===== config.mk =====
export PLATFORM = sky130hd
export DESIGN_NAME = frame_packer
export DESIGN_NICKNAME = d
export VERILOG_FILES = /design/src/rtl/frame_pkg.sv /design/src/rtl/frame_packer_nibble_packer.sv /design/src/rtl/frame_packer.sv
export SDC_FILE = /design/constraint.sdc
export NUM_CORES = 1
export LEC_CHECK = 0
export ABC_CLOCK_PERIOD_IN_PS = 2700
export CORE_MARGIN = 10
export CORE_UTILIZATION = 46
export CTS_BUF_LIST = sky130_fd_sc_hd__clkbuf_8
export CTS_CLUSTER_SIZE = 20
export DETAILED_ROUTE_END_ITERATION = 6
export HOLD_SLACK_MARGIN = 0.1
export PLACE_DENSITY = 0.72
export SETUP_SLACK_MARGIN = 0.3
export SYNTH_ARGS = -nofsm -noshare
export SYNTH_HDL_FRONTEND = slang
export SYNTH_HIERARCHICAL = 1
export SYNTH_SLANG_ARGS = --single-unit

===== constraint.sdc =====
create_clock -name clk -period 2.7 [get_ports clk]
set_input_delay 0.54 -clock clk [delete_from_list [all_inputs] [get_ports clk]]
set_output_delay 0.54 -clock clk [all_outputs]
set_load 0.05 [all_outputs]

===== src/rtl/frame_pkg.sv =====
// -----------------------------------------------------------------------------
// frame_pkg
// Shared geometry and state definitions for the 320x240 4-bit grayscale frame
// buffer. The capture-side writer (frame_packer), the gradient engine and the
// display reader all import this package, so the packing and addressing
// constants below are the single source of truth for the buffer layout.
//
// Contents:
//   H_PIX, V_PIX        frame size in pixels
//   PIX_W               stored pixel width (bits)
//   PIX_PER_WORD        pixels packed per memory word
//   WORDS_PER_ROW       memory words per raster row
//   FRAME_WORDS         memory words per frame
//   ADDR_W              frame buffer word-address width
//   WORD_W, X_W, Y_W    derived word width and raster counter widths
//   state_t             capture FSM states
//   word_addr()         80*y + x/4 address for the word holding pixel (x,y)
// -----------------------------------------------------------------------------
package frame_pkg;

  localparam int H_PIX         = 320;
  localparam int V_PIX         = 240;
  localparam int PIX_W         = 4;
  localparam int PIX_PER_WORD  = 4;
  localparam int WORDS_PER_ROW = 80;
  localparam int FRAME_WORDS   = 19200;
  localparam int ADDR_W        = 15;

  localparam int WORD_W = PIX_W * PIX_PER_WORD;
  localparam int X_W    = 9;
  localparam int Y_W    = 8;

  typedef enum logic [1:0] {
    IDLE    = 2'd0,
    ARMED   = 2'd1,
    CAPTURE = 2'd2
  } state_t;

  // 80*y is formed as 64*y + 16*y so no multiplier is needed; x/4 is the word
  // column because four pixels share one word.
  function automatic logic [ADDR_W-1:0] word_addr(input logic [X_W-1:0] x,
                                                  input logic [Y_W-1:0] y);
    logic [ADDR_W-1:0] row_base;
    logic [ADDR_W-1:0] col;
    row_base = ADDR_W'({y, 6'b0}) + ADDR_W'({y, 4'b0});
    col      = ADDR_W'(x[X_W-1:2]);
    return row_base + col;
  endfunction

endpackage


===== src/rtl/frame_packer_nibble_packer.sv =====
// -----------------------------------------------------------------------------
// nibble_packer
// Four-stage nibble shift register. Each accepted nibble shifts in at the
// bottom, so the first nibble of a group ends up in the top bits of the word.
// Three nibbles are held in registers; the fourth is the incoming nibble, so
// the complete word and its ready strobe are available combinationally in the
// same cycle the fourth nibble is presented.
//
// Ports:
//   clk         in   rising-edge clock
//   rst_n       in   synchronous active-low reset (clears the nibble index)
//   shift       in   nibble present and accepted this cycle
//   clear       in   restart grouping; with shift=1 the incoming nibble
//                    becomes nibble 0 of a new word, with shift=0 the index
//                    returns to 0
//   nib         in   PIX_W-bit nibble
//   word_ready  out  the incoming nibble completes a word this cycle
//   word        out  packed word {n0, n1, n2, n3}, valid with word_ready
// -----------------------------------------------------------------------------
module nibble_packer
  import frame_pkg::*;
(
  input  logic              clk,
  input  logic              rst_n,
  input  logic              shift,
  input  logic              clear,
  input  logic [PIX_W-1:0]  nib,
  output logic              word_ready,
  output logic [WORD_W-1:0] word
);

  logic [1:0]                            idx;
  logic [(PIX_PER_WORD-1)*PIX_W-1:0]     sr_p0;

  // Index wraps 3->0 naturally; a clear with a shift makes the incoming
  // nibble the first of a fresh word, discarding whatever was held.
  always_ff @(posedge clk) begin
    if (!rst_n) begin
      idx <= 2'd0;
    end else if (clear) begin
      idx <= shift ? 2'd1 : 2'd0;
    end else if (shift) begin
      idx <= idx + 2'd1;
    end
  end

  // Data path carries no reset: stale contents are always shifted out before
  // a word is declared ready.
  always_ff @(posedge clk) begin
    if (shift) begin
      sr_p0 <= {sr_p0[(PIX_PER_WORD-2)*PIX_W-1:0], nib};
    end
  end

  always_comb begin
    word_ready = shift && !clear && (idx == 2'd3);
    word       = {sr_p0, nib};
  end

endmodule


===== src/rtl/frame_packer.sv =====
// -----------------------------------------------------------------------------
// frame_packer
// Capture-side writer for the 320x240 4-bit grayscale frame buffer. Accepts a
// raster-ordered pixel stream, keeps the top 4 bits of each pixel, packs four
// consecutive pixels per 16-bit word (leftmost pixel in din[15:12]) and writes
// the words to addresses 0..19199, row-major, 80 words per row.
//
// Ports:
//   clk         in   clock, rising edge
//   rst_n       in   synchronous active-low reset
//   pix_valid   in   pixel present this cycle
//   pix_sof     in   start of frame (qualified by pix_valid)
//   pix_data    in   IN_W-bit pixel, bits [IN_W-1:IN_W-4] kept
//   capture_en  in   arm capture of the next frame (sampled in IDLE only)
//   wea         out  frame buffer write strobe, one cycle per word
//   addr_write  out  word address 80*row + col_word (held while wea=0)
//   din         out  packed word (held while wea=0)
//   busy        out  high while capturing
//   frame_done  out  pulse with the write to the last address (19199)
//   frame_err   out  pulse one cycle after a sof aborts a frame in progress
// -----------------------------------------------------------------------------
module frame_packer
  import frame_pkg::*;
#(
  parameter int IN_W = 8
)
(
  input  logic              clk,
  input  logic              rst_n,
  input  logic              pix_valid,
  input  logic              pix_sof,
  input  logic [IN_W-1:0]   pix_data,
  input  logic              capture_en,
  output logic              wea,
  output logic [ADDR_W-1:0] addr_write,
  output logic [WORD_W-1:0] din,
  output logic              busy,
  output logic              frame_done,
  output logic              frame_err
);

  localparam logic [X_W-1:0] X_LAST = X_W'(H_PIX - 1);
  localparam logic [Y_W-1:0] Y_LAST = Y_W'(V_PIX - 1);

  state_t            state;
  state_t            state_nx;

  // Raster position of the next pixel to be accepted.
  logic [X_W-1:0]    x_cnt;
  logic [Y_W-1:0]    y_cnt;

  logic              at_origin;
  logic              start;
  logic              restart;
  logic              accept;
  logic              last_pix;
  logic              pk_clear;

  logic [PIX_W-1:0]  nib_p0;
  logic              word_vld_p0;
  logic [WORD_W-1:0] word_p0;

  // Only the top PIX_W bits of the pixel are stored.
  logic              unused_low_bits;

  assign nib_p0          = pix_data[IN_W-1 -: PIX_W];
  assign unused_low_bits = ^pix_data[IN_W-PIX_W-1:0];

  // ---------------------------------------------------------------------------
  // Stage 0: pixel qualification and grouping
  // ---------------------------------------------------------------------------
  // A sof in CAPTURE is a restart unless it lands on the position the frame
  // expects as its first pixel; the restarting pixel itself becomes (0,0).
  always_comb begin
    at_origin = (x_cnt == '0) && (y_cnt == '0);
    start     = (state == ARMED) && pix_valid && pix_sof;
    restart   = (state == CAPTURE) && pix_valid && pix_sof && !at_origin;
    accept    = start || ((state == CAPTURE) && pix_valid);
    last_pix  = (state == CAPTURE) && pix_valid && !restart &&
                (x_cnt == X_LAST) && (y_cnt == Y_LAST);
    // Outside CAPTURE the packer is held empty; a restart drops the partial
    // word and seeds a new one with the sof pixel.
    pk_clear  = (state != CAPTURE) || restart;
  end

  nibble_packer u_packer (
    .clk        (clk),
    .rst_n      (rst_n),
    .shift      (accept),
    .clear      (pk_clear),
    .nib        (nib_p0),
    .word_ready (word_vld_p0),
    .word       (word_p0)
  );

  // State register
  always_ff @(posedge clk) begin
    if (!rst_n) begin
      state <= IDLE;
    end else begin
      state <= state_nx;
    end
  end

  // Next-state logic
  always_comb begin
    state_nx = state;
    unique case (state)
      IDLE:    if (capture_en) state_nx = ARMED;
      ARMED:   if (start)      state_nx = CAPTURE;
      CAPTURE: if (last_pix)   state_nx = IDLE;
      default:                 state_nx = IDLE;
    endcase
  end

  // State-decoded outputs
  always_comb begin
    busy = (state == CAPTURE);
  end

  // Raster counters. The first pixel of a frame (start or restart) has been
  // consumed as (0,0), so the next expected position is (1,0).
  always_ff @(posedge clk) begin
    if (!rst_n) begin
      x_cnt <= '0;
      y_cnt <= '0;
    end else if (start || restart) begin
      x_cnt <= X_W'(1);
      y_cnt <= '0;
    end else if ((state == CAPTURE) && pix_valid) begin
      if (last_pix) begin
        x_cnt <= '0;
        y_cnt <= '0;
      end else if (x_cnt == X_LAST) begin
        x_cnt <= '0;
        y_cnt <= y_cnt + Y_W'(1);
      end else begin
        x_cnt <= x_cnt + X_W'(1);
      end
    end
  end

  // ---------------------------------------------------------------------------
  // Stage 1: registered write port
  // ---------------------------------------------------------------------------
  // The counters still point at the pixel completing the word, so its x/4
  // gives the word column. Address and data only move on a write.
  always_ff @(posedge clk) begin
    if (!rst_n) begin
      wea        <= 1'b0;
      addr_write <= '0;
      din        <= '0;
      frame_done <= 1'b0;
      frame_err  <= 1'b0;
    end else begin
      wea        <= word_vld_p0;
      frame_done <= word_vld_p0 && last_pix;
      frame_err  <= restart;
      if (word_vld_p0) begin
        addr_write <= word_addr(x_cnt, y_cnt);
        din        <= word_p0;
      end
    end
  end

endmodule


Yosys cells after proc, flatten, opt, wreduce, memory -nomap -nowiden
Index checks and enable logic that the tools add are counted.
{"block": "op_classes", "n_eq_ne": 9, "n_mux": 13, "add_sub_neg": 5, "n_bitwise": 1, "n_reduce_logical": 27}
{"operator": "9-bit two-way mux", "n": 2}
{"operator": "8-bit two-way mux", "n": 2}
{"operator": "14-bit by 12-bit adder with 15-bit output", "n": 1}
{"operator": "15-bit by 7-bit adder with 15-bit output", "n": 1}
{"operator": "1-bit logical AND", "n": 12}
{"operator": "2-bit two-way mux", "n": 5}
{"operator": "9-bit by 1-bit adder with 9-bit output (second input constant)", "n": 1}
{"operator": "9-bit == test (second input constant)", "n": 1}
{"operator": "9-bit zero test", "n": 1}
{"operator": "8-bit by 1-bit adder with 8-bit output (second input constant)", "n": 1}
{"operator": "8-bit == test (second input constant)", "n": 1}
{"operator": "8-bit zero test", "n": 1}
{"operator": "2-bit inequality test (second input constant)", "n": 3}
{"operator": "2-bit one-hot mux with 3 select lines", "n": 1}
{"operator": "2-bit nonzero test", "n": 3}
{"operator": "2-bit == test (second input constant)", "n": 2}
{"operator": "1-bit zero test", "n": 3}
{"operator": "1-bit logical OR", "n": 3}
{"operator": "1-bit two-way mux", "n": 3}
{"operator": "3-bit AND reduction", "n": 1}
{"operator": "2-bit by 1-bit adder with 2-bit output (second input constant)", "n": 1}
{"operator": "2-bit by 1-bit == test with 1-bit output (second input constant)", "n": 1}
{"operator": "2-bit zero test", "n": 1}
{"operator": "2-bit by 1-bit inequality test with 1-bit output (second input constant)", "n": 1}
{"operator": "other kinds (3)", "n": 3}
{"block": "word_totals", "reg_bits": 67, "out_inout_bits": 35, "wordCells": 66}

Depth between registers and ports, before layout
Gate-level depths: netlist of run 1.
{"block": "logic_depth", "ltp_word": 11, "mapped_depth": 12}

Hierarchy
The synthesis of run 1 kept the hierarchy.
{"mod": "frame_packer", "cells_each": 278, "area_per_inst_um2": 2595.0, "n_inst": 1}
{"mod": "nibble_packer", "cells_each": 26, "area_per_inst_um2": 501.7, "n_inst": 1}

Least setup slack after synthesis of run 1
OpenSTA, ideal clock, no wires.
{"block": "synth_path", "kind": "reg-to-reg", "startpoint": "reg state[1]", "endpoint": "reg din[10]", "path_buffers": 2, "path_stages_with_launch": 9, "period_less_slack_ns": 3.129, "t_arrival_ns": 3.002, "slack_ns": -0.429, "required_ns": 2.572, "path_cell_list": "dfxtp_1 > nor2b_1 > nand2_1 > nand2_1 > and3b_2 > clkbuf_1 > buf_1 > mux2i_1 > nor2_1"}
{"block": "synth_between", "elab_cells_between_ends": 13}
{"element": "from (decl)", "line_no": "frame_packer.sv:45", "source": "state_t state;"}
{"element": "from (signal assigned)", "line_no": "frame_packer.sv:101", "source": "state <= state_nx;"}
{"element": "2-bit == test"}
{"element": "net busy", "line_no": "frame_packer.sv:37", "source": "output logic busy,"}
{"element": "1-bit logical AND", "line_no": "frame_packer.sv:77, frame_packer.sv:78"}
{"element": "1-bit logical OR", "line_no": "frame_packer.sv:78", "source": "accept = start || ((state == CAPTURE) && pix_valid);"}
{"element": "net accept", "line_no": "frame_packer.sv:55", "source": "logic accept;"}
{"element": "1-bit logical AND (2 in a row)", "line_no": "frame_packer_nibble_packer.sv:56", "source": "word_ready = shift && !clear && (idx == 2'd3);"}
{"element": "net word_vld_p0", "line_no": "frame_packer.sv:60", "source": "logic word_vld_p0;"}
{"element": "to (signal assigned)", "line_no": "frame_packer.sv:161", "source": "din <= word_p0;"}
{"element": "to (decl)", "line_no": "frame_packer.sv:36", "source": "output logic [WORD_W-1:0] din,"}
The timed path passes the listed nets, and every way through them passes these cells.
A chain may end at the register's enable or synchronous reset.

Worst setup path in the final report of run 1
{"block": "layout_path", "startpoint": "reg x_cnt[6]", "endpoint": "reg din[2]"}
{"block": "layout_between", "elab_chain_cells": 8}
{"element": "from (decl)", "line_no": "frame_packer.sv:49", "source": "logic [X_W-1:0] x_cnt;"}
{"element": "from (signal assigned)", "line_no": "frame_packer.sv:138", "source": "x_cnt <= x_cnt + X_W'(1);"}
{"element": "9-bit zero test", "line_no": "frame_packer.sv:75", "source": "at_origin = (x_cnt == '0) && (y_cnt == '0);"}
{"element": "1-bit logical AND", "line_no": "frame_packer.sv:75"}
{"element": "1-bit zero test", "line_no": "frame_packer.sv:77", "source": "restart = (state == CAPTURE) && pix_valid && pix_sof && !at_origin;"}
{"element": "1-bit logical AND", "line_no": "frame_packer.sv:77"}
{"element": "1-bit logical OR", "line_no": "frame_packer.sv:83", "source": "pk_clear = (state != CAPTURE) || restart;"}
{"element": "net pk_clear", "line_no": "frame_packer.sv:57", "source": "logic pk_clear;"}
{"element": "1-bit zero test", "line_no": "frame_packer_nibble_packer.sv:56"}
{"element": "1-bit logical AND (2 in a row)", "line_no": "frame_packer_nibble_packer.sv:56"}
{"element": "net word_vld_p0", "line_no": "frame_packer.sv:60"}
The timed path passes the listed nets, and every way through them passes these cells.

==> impl_metrics.py, run 1 <==
metrics = {
    "worst_setup_path": {
        "cp_max_fo": 5,
        "max_stage_delay_ns": 0.53,
        "worst_path_max_delay_cell": "or4_4",
        "worstSetupEndpointType": "flop",
        "arrival_ns": 2.58,
        "crit_type": "reg2reg",
        "path_cells": "or4_4 -> nor4_4 -> or2_4 -> nand2_4 -> and3b_2 -> buf_12 -> buf_16 -> mux2i_2 -> nor2_1",
        "crit_required_ns": 2.93,
        "critPathLaunchType": "flop",
    },
    "die": {
        "ioPinCount": 48,
        "fp-row-count": 29,
        "core_um2": 6460,
        "die-height_um": 102,
        "die_x_um": 102,
        "initial_core_util": 0.479,
        "dieArea_um2": 10400,
    },
    "cells_and_area": {
        "multi_input_area_um2": 1560,
        "seqCellArea_um2": 1480,
        "num-fill-cells": 522,
        "syn2layout_area_growth_pct": 30.5,
        "nets": 400,
        "drive_gt1_frac": 0.176,
        "n_antenna_cell": 0,
        "final_area_um2": 4040,
        "layoutNonFillerInstCount": 447,
    },
    "global_route": {
        "gr-total-overflow": 0,
        "grt_start_max_net_pins": 30,
        "grt_pass1_vias": 2391,
        "grt_use_total": 0.133,
        "grt_pass1_wl_mm": 11.1,
        "antenna_found_initial": 0,
    },
    "synth": {
        "ys_seq_area_frac": 0.472,
        "synth_top_area_share": 0.356,
        "ys.flop_type": "dfxtp_1",
        "yosys-top-cells-count": "dfxtp_1 (55), nor2_1 (45), mux2i_1 (28), ha_1 (20), nand2_1 (17)",
        "syn-num-nets": 339,
        "yosysTopAreaCell": "dfxtp_1",
        "synthAdderAreaFrac": 0.0937,
        "async_reset_ff_frac": 0,
        "syn_avg_cell_area_um2": 10.2,
        "yosys.area_share.simple": 0.189,
        "synth_top_family_by_area": "simple AND/OR/NAND/NOR gates",
        "ys_top_cells_by_area": "dfxtp_1 (36%), edfxtp_1 (12%), mux2i_1 (9.1%)",
        "syn_area_um2": 3100,
        "muxShareOfSynthArea": 0.0905,
        "synth-compound-area-share": 0.0659,
        "synth_edf_count": 12,
        "synth_xor_area_frac": 0.0481,
        "yosysWarnings": 6,
        "yosysMostFrequentCell": "dfxtp_1",
        "ys_types": 51,
        "synthCells": 304,
        "synth_seq_cells": 67,
    },
    "clocking": {
        "cts_tree": "yes",
        "clk_pin_slew_ns": 0.09,
        "clock_latency_ns": 0.35,
        "hold_buffers": 0,
        "cts_buffers": 9,
        "clock-root-buffer": "clkbuf_8",
        "clock_sinks": 67,
        "h-tree-depth": 3,
        "clockBufferDepth": 2,
    },
    "timing": {
        "finalCritPeriodShare": 0.873,
        "max_freq_mhz": 424,
        "setup_viol": 0,
        "fin_crit_ns": 2.36,
        "final.setup.tns_ns": 0,
        "timing.final.hold_violations": 0,
        "slew_violations": 0,
        "clock_skew_ns": 0.0124,
        "rsz0062_at_grt": "true",
        "relSlewSlack": 0.646,
        "worst_pin_slew_ns": 0.529,
        "whs_ns": 0.447,
    },
    "power_and_ir_drop": {
        "internal-power_mw": 1.49,
        "clock_power_share": 0.441,
        "power_frac_comb": 0.031,
        "p_switching_mw": 0.458,
        "ir_drop_mv": 0.319,
        "power.total_mw": 1.95,
        "p_sw_frac": 0.235,
        "p_leak_nw": 1.61,
        "p_seq_frac": 0.528,
        "p_per_area_nw_per_um2": 482,
    },
    "routing": {
        "drt-total-wl_mm": 6.74,
        "ant_nets": 0,
        "drt-initial-drc-count": 67,
        "dr.pass1.iters": 4,
        "route.vias.total": 2353,
        "wire_per_inst_um": 15.1,
        "viasPerCell": 5.26,
        "drcViolationCount": 0,
    },
    "placement": {
        "port_buffers": 43,
        "dpl.hpwl_mm": 4.78,
        "gp_routability_congestion": 0.850,
        "dpl_cell_area_um2": 3650,
        "dp_cells": 421,
    },
    "flow_run": {
        "maxCapViolations": 0,
    },
    "worst_hold_path": {
        "hold_class": "reg2reg",
    },
    "run_status": {
        "status": "finished, final reports clean",
    },
}
==> layout by cell type, fill, tap and decap left out, types with 2 or more instances in the layout <==
cell             netlist  routed
a21o_1                 3       3
a21oi_1                8       8
a31oi_1                2       2
and2_1                 2       2
and3_1                 2       2
buf_12                 0       2
buf_4                  4      16
clkbuf_8               0       9
clkdlybuf4s50_1        0      42
clkinvlp_4             0       2
dfxtp_1               55      47
dfxtp_2                0       6
dfxtp_4                0       2
edfxtp_1              12      12
ha_1                  20      20
inv_1                 13      12
inv_6                  0       3
mux2i_1               28      27
nand2_1               17      16
nand3_1                6       6
nand3b_1               5       5
nand4_1                4       4
nor2_1                45      45
nor2b_1                3       2
nor3_1                 6       5
o211ai_1               2       2
o21ai_0                9       9
o31ai_1                2       2
or3_1                  2       2
or4_4                  1       3
xnor2_1                9       9
xor2_1                 8       8
==> metrics by stage <==
stage	util	worst slack [ns]
final	0.626	0.342
after global placement	0.565	0.139
after floorplan	-	0.307
after global routing	0.626	0.266
after CTS	0.611	0.271
after detailed placement	0.565	0.106
==> critical path: cells and delay by family (launching register included) <==
| kind | cells | cell delay [ns] |
|---|---|---|
| buf+inv | 2 | 0.26 |
| mux | 1 | 0.20 |
| flops | 1 | 0.36 |
| simple gates | 6 | 1.43 |
==> layout make-up <==
| cell class | count | area share |
|---|---|---|
| clock inverter | 7 | 0.0204 |
| sequential | 67 | 0.365 |
| tap | 77 | 0.0238 |
| timing repair buffer | 64 | 0.162 |
| multi-input combinational | 210 | 0.385 |
| clock buffer | 9 | 0.0306 |
| inverter | 13 | 0.0121 |
==> layer usage <==
| metal | vias to the layer above | GRT usage | wire [um] |
|---|---|---|---|
| met2 | 41 | 0.227 | 3320 |
| met5 | - | 0 | 0 |
| met4 | 0 | 0.0390 | 76 |
| met3 | 11 | 0.0560 | 431 |
| li1 | 1180 | - | - |
| met1 | 1121 | 0.148 | 2910 |
==> flip-flops by register name (all words and copies together) (netlist names) <==
signal / cells
u_packer/sr_p0: 12
frame_err: 1
frame_done: 1
din: 16
state: 2
u_packer/idx: 2
y_cnt: 8
addr_write: 15
wea: 1
x_cnt: 9
==> kinds of logic after synthesis <==
group / after synthesis
adders and majority gates: 22
xor gates and xnor gates: 17
buffers and inverters: 27
and+or+nand+nor: 111
muxes: 28
DFF: 67
AOI/OAI and AO/OA: 32
==> power groups by stage <==
stage,Combinational (mW),Clock [mW],Sequential (mW)
finish,0.0605,0.860,1.03
global route,0.0661,0.921,1.03
CTS,0.0585,0.883,1.03
detailed placement,0.0568,0,1.05
global placement,0.0564,0,1.05
floorplan,0.0365,0,1.05
==> final timing paths <==
path,start,endpoint,depth (start not counted),slack [ns]
hold / removal,u_packer/sr_p0[2],u_packer/sr_p0[6],0,0.45
hold reg to reg,u_packer/sr_p0[2],u_packer/sr_p0[6],0,0.45
setup / recovery,x_cnt[6],din[2],9,0.34
setup reg to reg,x_cnt[6],din[2],9,0.34
==> what timing repair did <==
item                                    4_1_cts  5_1_grt
gates cloned                                  1        1
setup buffers                                 3        5
resized for setup                            11       12
pin swaps                                     4        7
endpoints found under the setup margin       31       27
(Power assumes the default switching activity.)
==> run 2, diff against run 1 <==
Settings changed: ABC_CLOCK_PERIOD_IN_PS 2700 to 2600, PLACE_DENSITY 0.72 to 0.69.
Clock period 2.7 ns to 2.6 ns, I/O delays scaled along.
==> impl_metrics.py, run 2 (synthesis gave the netlist of run 1 again) <==
metrics = {
    "timing": {
        "setup_viol": 0,
        "slew_violations": 0,
        "max_freq_mhz": 409,
        "final.setup.tns_ns": 0,
        "finalCritPeriodShare": 0.941,
        "timing.final.hold_violations": 0,
        "fin_crit_ns": 2.45,
        "clock_skew_ns": 0.0118,
        "relSlewSlack": 0.636,
        "rsz0062_at_grt": "true",
        "worst_pin_slew_ns": 0.544,
    },
    "worst_hold_path": {
        "hold_path_end": "u_packer/sr_p0[10]",
        "hold_class": "reg2reg",
        "hold_path.startpoint": "u_packer/sr_p0[6]",
        "hold_depth": 0,
    },
    "cells_and_area": {
        "n_antenna_cell": 0,
        "layout_commonest_cell": "dfxtp_1",
        "layout_common_cells": "dfxtp_1 (49), nor2_1 (44), clkdlybuf4s50_1 (42)",
        "nets": 418,
        "top_register": "din",
        "largest_reg_flops": 16,
        "reg_top3": "din: 16 flops, addr_write: 15 flops, u_packer/sr_p0: 12 flops",
        "drive_gt1_frac": 0.242,
        "syn2layout_area_growth_pct": 39.4,
    },
    "worst_setup_path": {
        "r2r_slack_ns": 0.15,
        "r2r_end": "din[7]",
        "worstReg2RegStart": "x_cnt[6]",
        "reg2reg_depth": 10,
        "worstSetupEndpointType": "flop",
        "crit_required_ns": 2.85,
        "critPathLaunchType": "flop",
        "crit_type": "reg2reg",
        "arrival_ns": 2.70,
        "cp_max_fo": 6,
    },
    "routing": {
        "drt-initial-drc-count": 86,
        "route.vias.total": 2430,
        "ant_nets": 0,
        "drcViolationCount": 0,
        "wire_per_inst_um": 16.4,
        "viasPerCell": 5.23,
        "dr.pass1.iters": 4,
        "drt-total-wl_mm": 7.65,
    },
    "global_route": {
        "gr-total-overflow": 0,
        "grt_start_max_net_pins": 17,
        "grt_use_total": 0.149,
        "grt_pass1_wl_mm": 12.2,
        "grt_pass1_vias": 2533,
        "antenna_found_initial": 0,
    },
    "die": {
        "dieArea_um2": 10400,
        "die-height_um": 102,
        "initial_core_util": 0.479,
        "ioPinCount": 48,
        "die_x_um": 102,
        "core_um2": 6460,
        "fp-row-count": 29,
    },
    "clocking": {
        "clock_latency_ns": 0.35,
        "clock_sinks": 67,
        "clock-root-buffer": "clkbuf_8",
        "cts_tree": "yes",
        "hold_buffers": 0,
        "cts_buffers": 9,
        "clockBufferDepth": 2,
        "clk_pin_slew_ns": 0.09,
        "h-tree-depth": 3,
    },
    "power_and_ir_drop": {
        "p_per_area_nw_per_um2": 449,
        "power.total_mw": 1.94,
        "ir_drop_mv": 0.471,
        "p_leak_nw": 1.73,
    },
    "placement": {
        "dpl.hpwl_mm": 5.14,
        "gp_routability_congestion": 0.819,
        "port_buffers": 43,
    },
    "flow_run": {
        "maxCapViolations": 0,
    },
    "run_status": {
        "status": "finished, final reports clean",
    },
}
==> run 2: cell count changes in the layout (fill, tap and decap cells not counted), moves of 2 or more <==
cell and change:
buf_4 +10, buf_16 +2, inv_1 -4, inv_2 +3, buf_6 +4, o21ai_0 -2
nor3_4 +2, clkinv_2 +2, buf_12 +2, clkinv_4 +2, dfxtp_1 +2, ha_1 -2
==> run 2: area by class of cell <==
cell class                 count  area, um2
inverter                      13       53.8
timing repair buffer          82        862
tap                           77       96.3
clock buffer                   9        124
multi-input combinational    210       1660
sequential                    67       1470
fill                         496       2140
clock inverter                 7       52.6
==> run 2: metrics by stage <==
step	std cells	setup WS (ns)	util	instance area [um2]	hold WS (ns)
2_1_floorplan	304	0.303	-	3170	0.426
3_3_place_gp	427	0.148	0.576	3720	0.428
3_5_place_dp	427	0.109	0.576	3720	0.433
4_1_cts	457	0.201	0.641	4140	0.453
5_1_grt	465	0.104	0.668	4320	0.465
6_report	465	0.154	0.668	4320	0.455
==> run 2: what timing repair did <==
| action | 4_1_cts | 5_1_grt |
|---|---|---|
| cloned | 3 | 0 |
| setup buffers | 11 | 8 |
| pin swaps | 9 | 16 |
| setup endpoints to repair | 31 | 33 |
| gates resized for setup | 19 | 29 |
==> run 2: power by group <==
part           switching, mW  internal (mW)
logic                 0.0384         0.0299
clock network          0.445          0.352
registers            0.00714           1.06
==> run 2: critical path: stages, from the launching register on <==
cell and delay, ns:
dfxtp_4 0.36, or4_4 0.52, nor4_4 0.34, or2_4 0.20, nand2_4 0.05, and3b_2 0.27
buf_6 0.12, buf_12 0.09, buf_12 0.12, mux2i_4 0.22, nor2_1 0.06
==> run 2: routing by layer <==
| layer | vias to the layer above | wire (um) | GRT usage |
|---|---|---|---|
| met5 | - | 0 | 0 |
| met4 | 0 | 71 | 0.0423 |
| met3 | 7 | 449 | 0.0466 |
| met2 | 48 | 3710 | 0.252 |
| met1 | 1162 | 3410 | 0.177 |
| li1 | 1213 | - | - |
==> run 2: worst max path at each step <==
stage                   from              to  slack [ns]  cells past startpoint
global placement    x_cnt[6]          din[2]        0.15                      8
finish              x_cnt[6]          din[7]        0.15                     10
floorplan           y_cnt[0]  addr_write[14]        0.30                      9
global route        x_cnt[6]         din[11]        0.10                     10
detailed placement  x_cnt[4]          din[7]        0.11                      8
CTS                 y_cnt[6]         din[10]        0.20                     10
==> run 3, diff against run 2 <==
Settings changed: GPL_ROUTABILITY_DRIVEN set to 1.
==> results of run 3 <==
The final DEF is identical to that of run 2; final timing and power are the same.
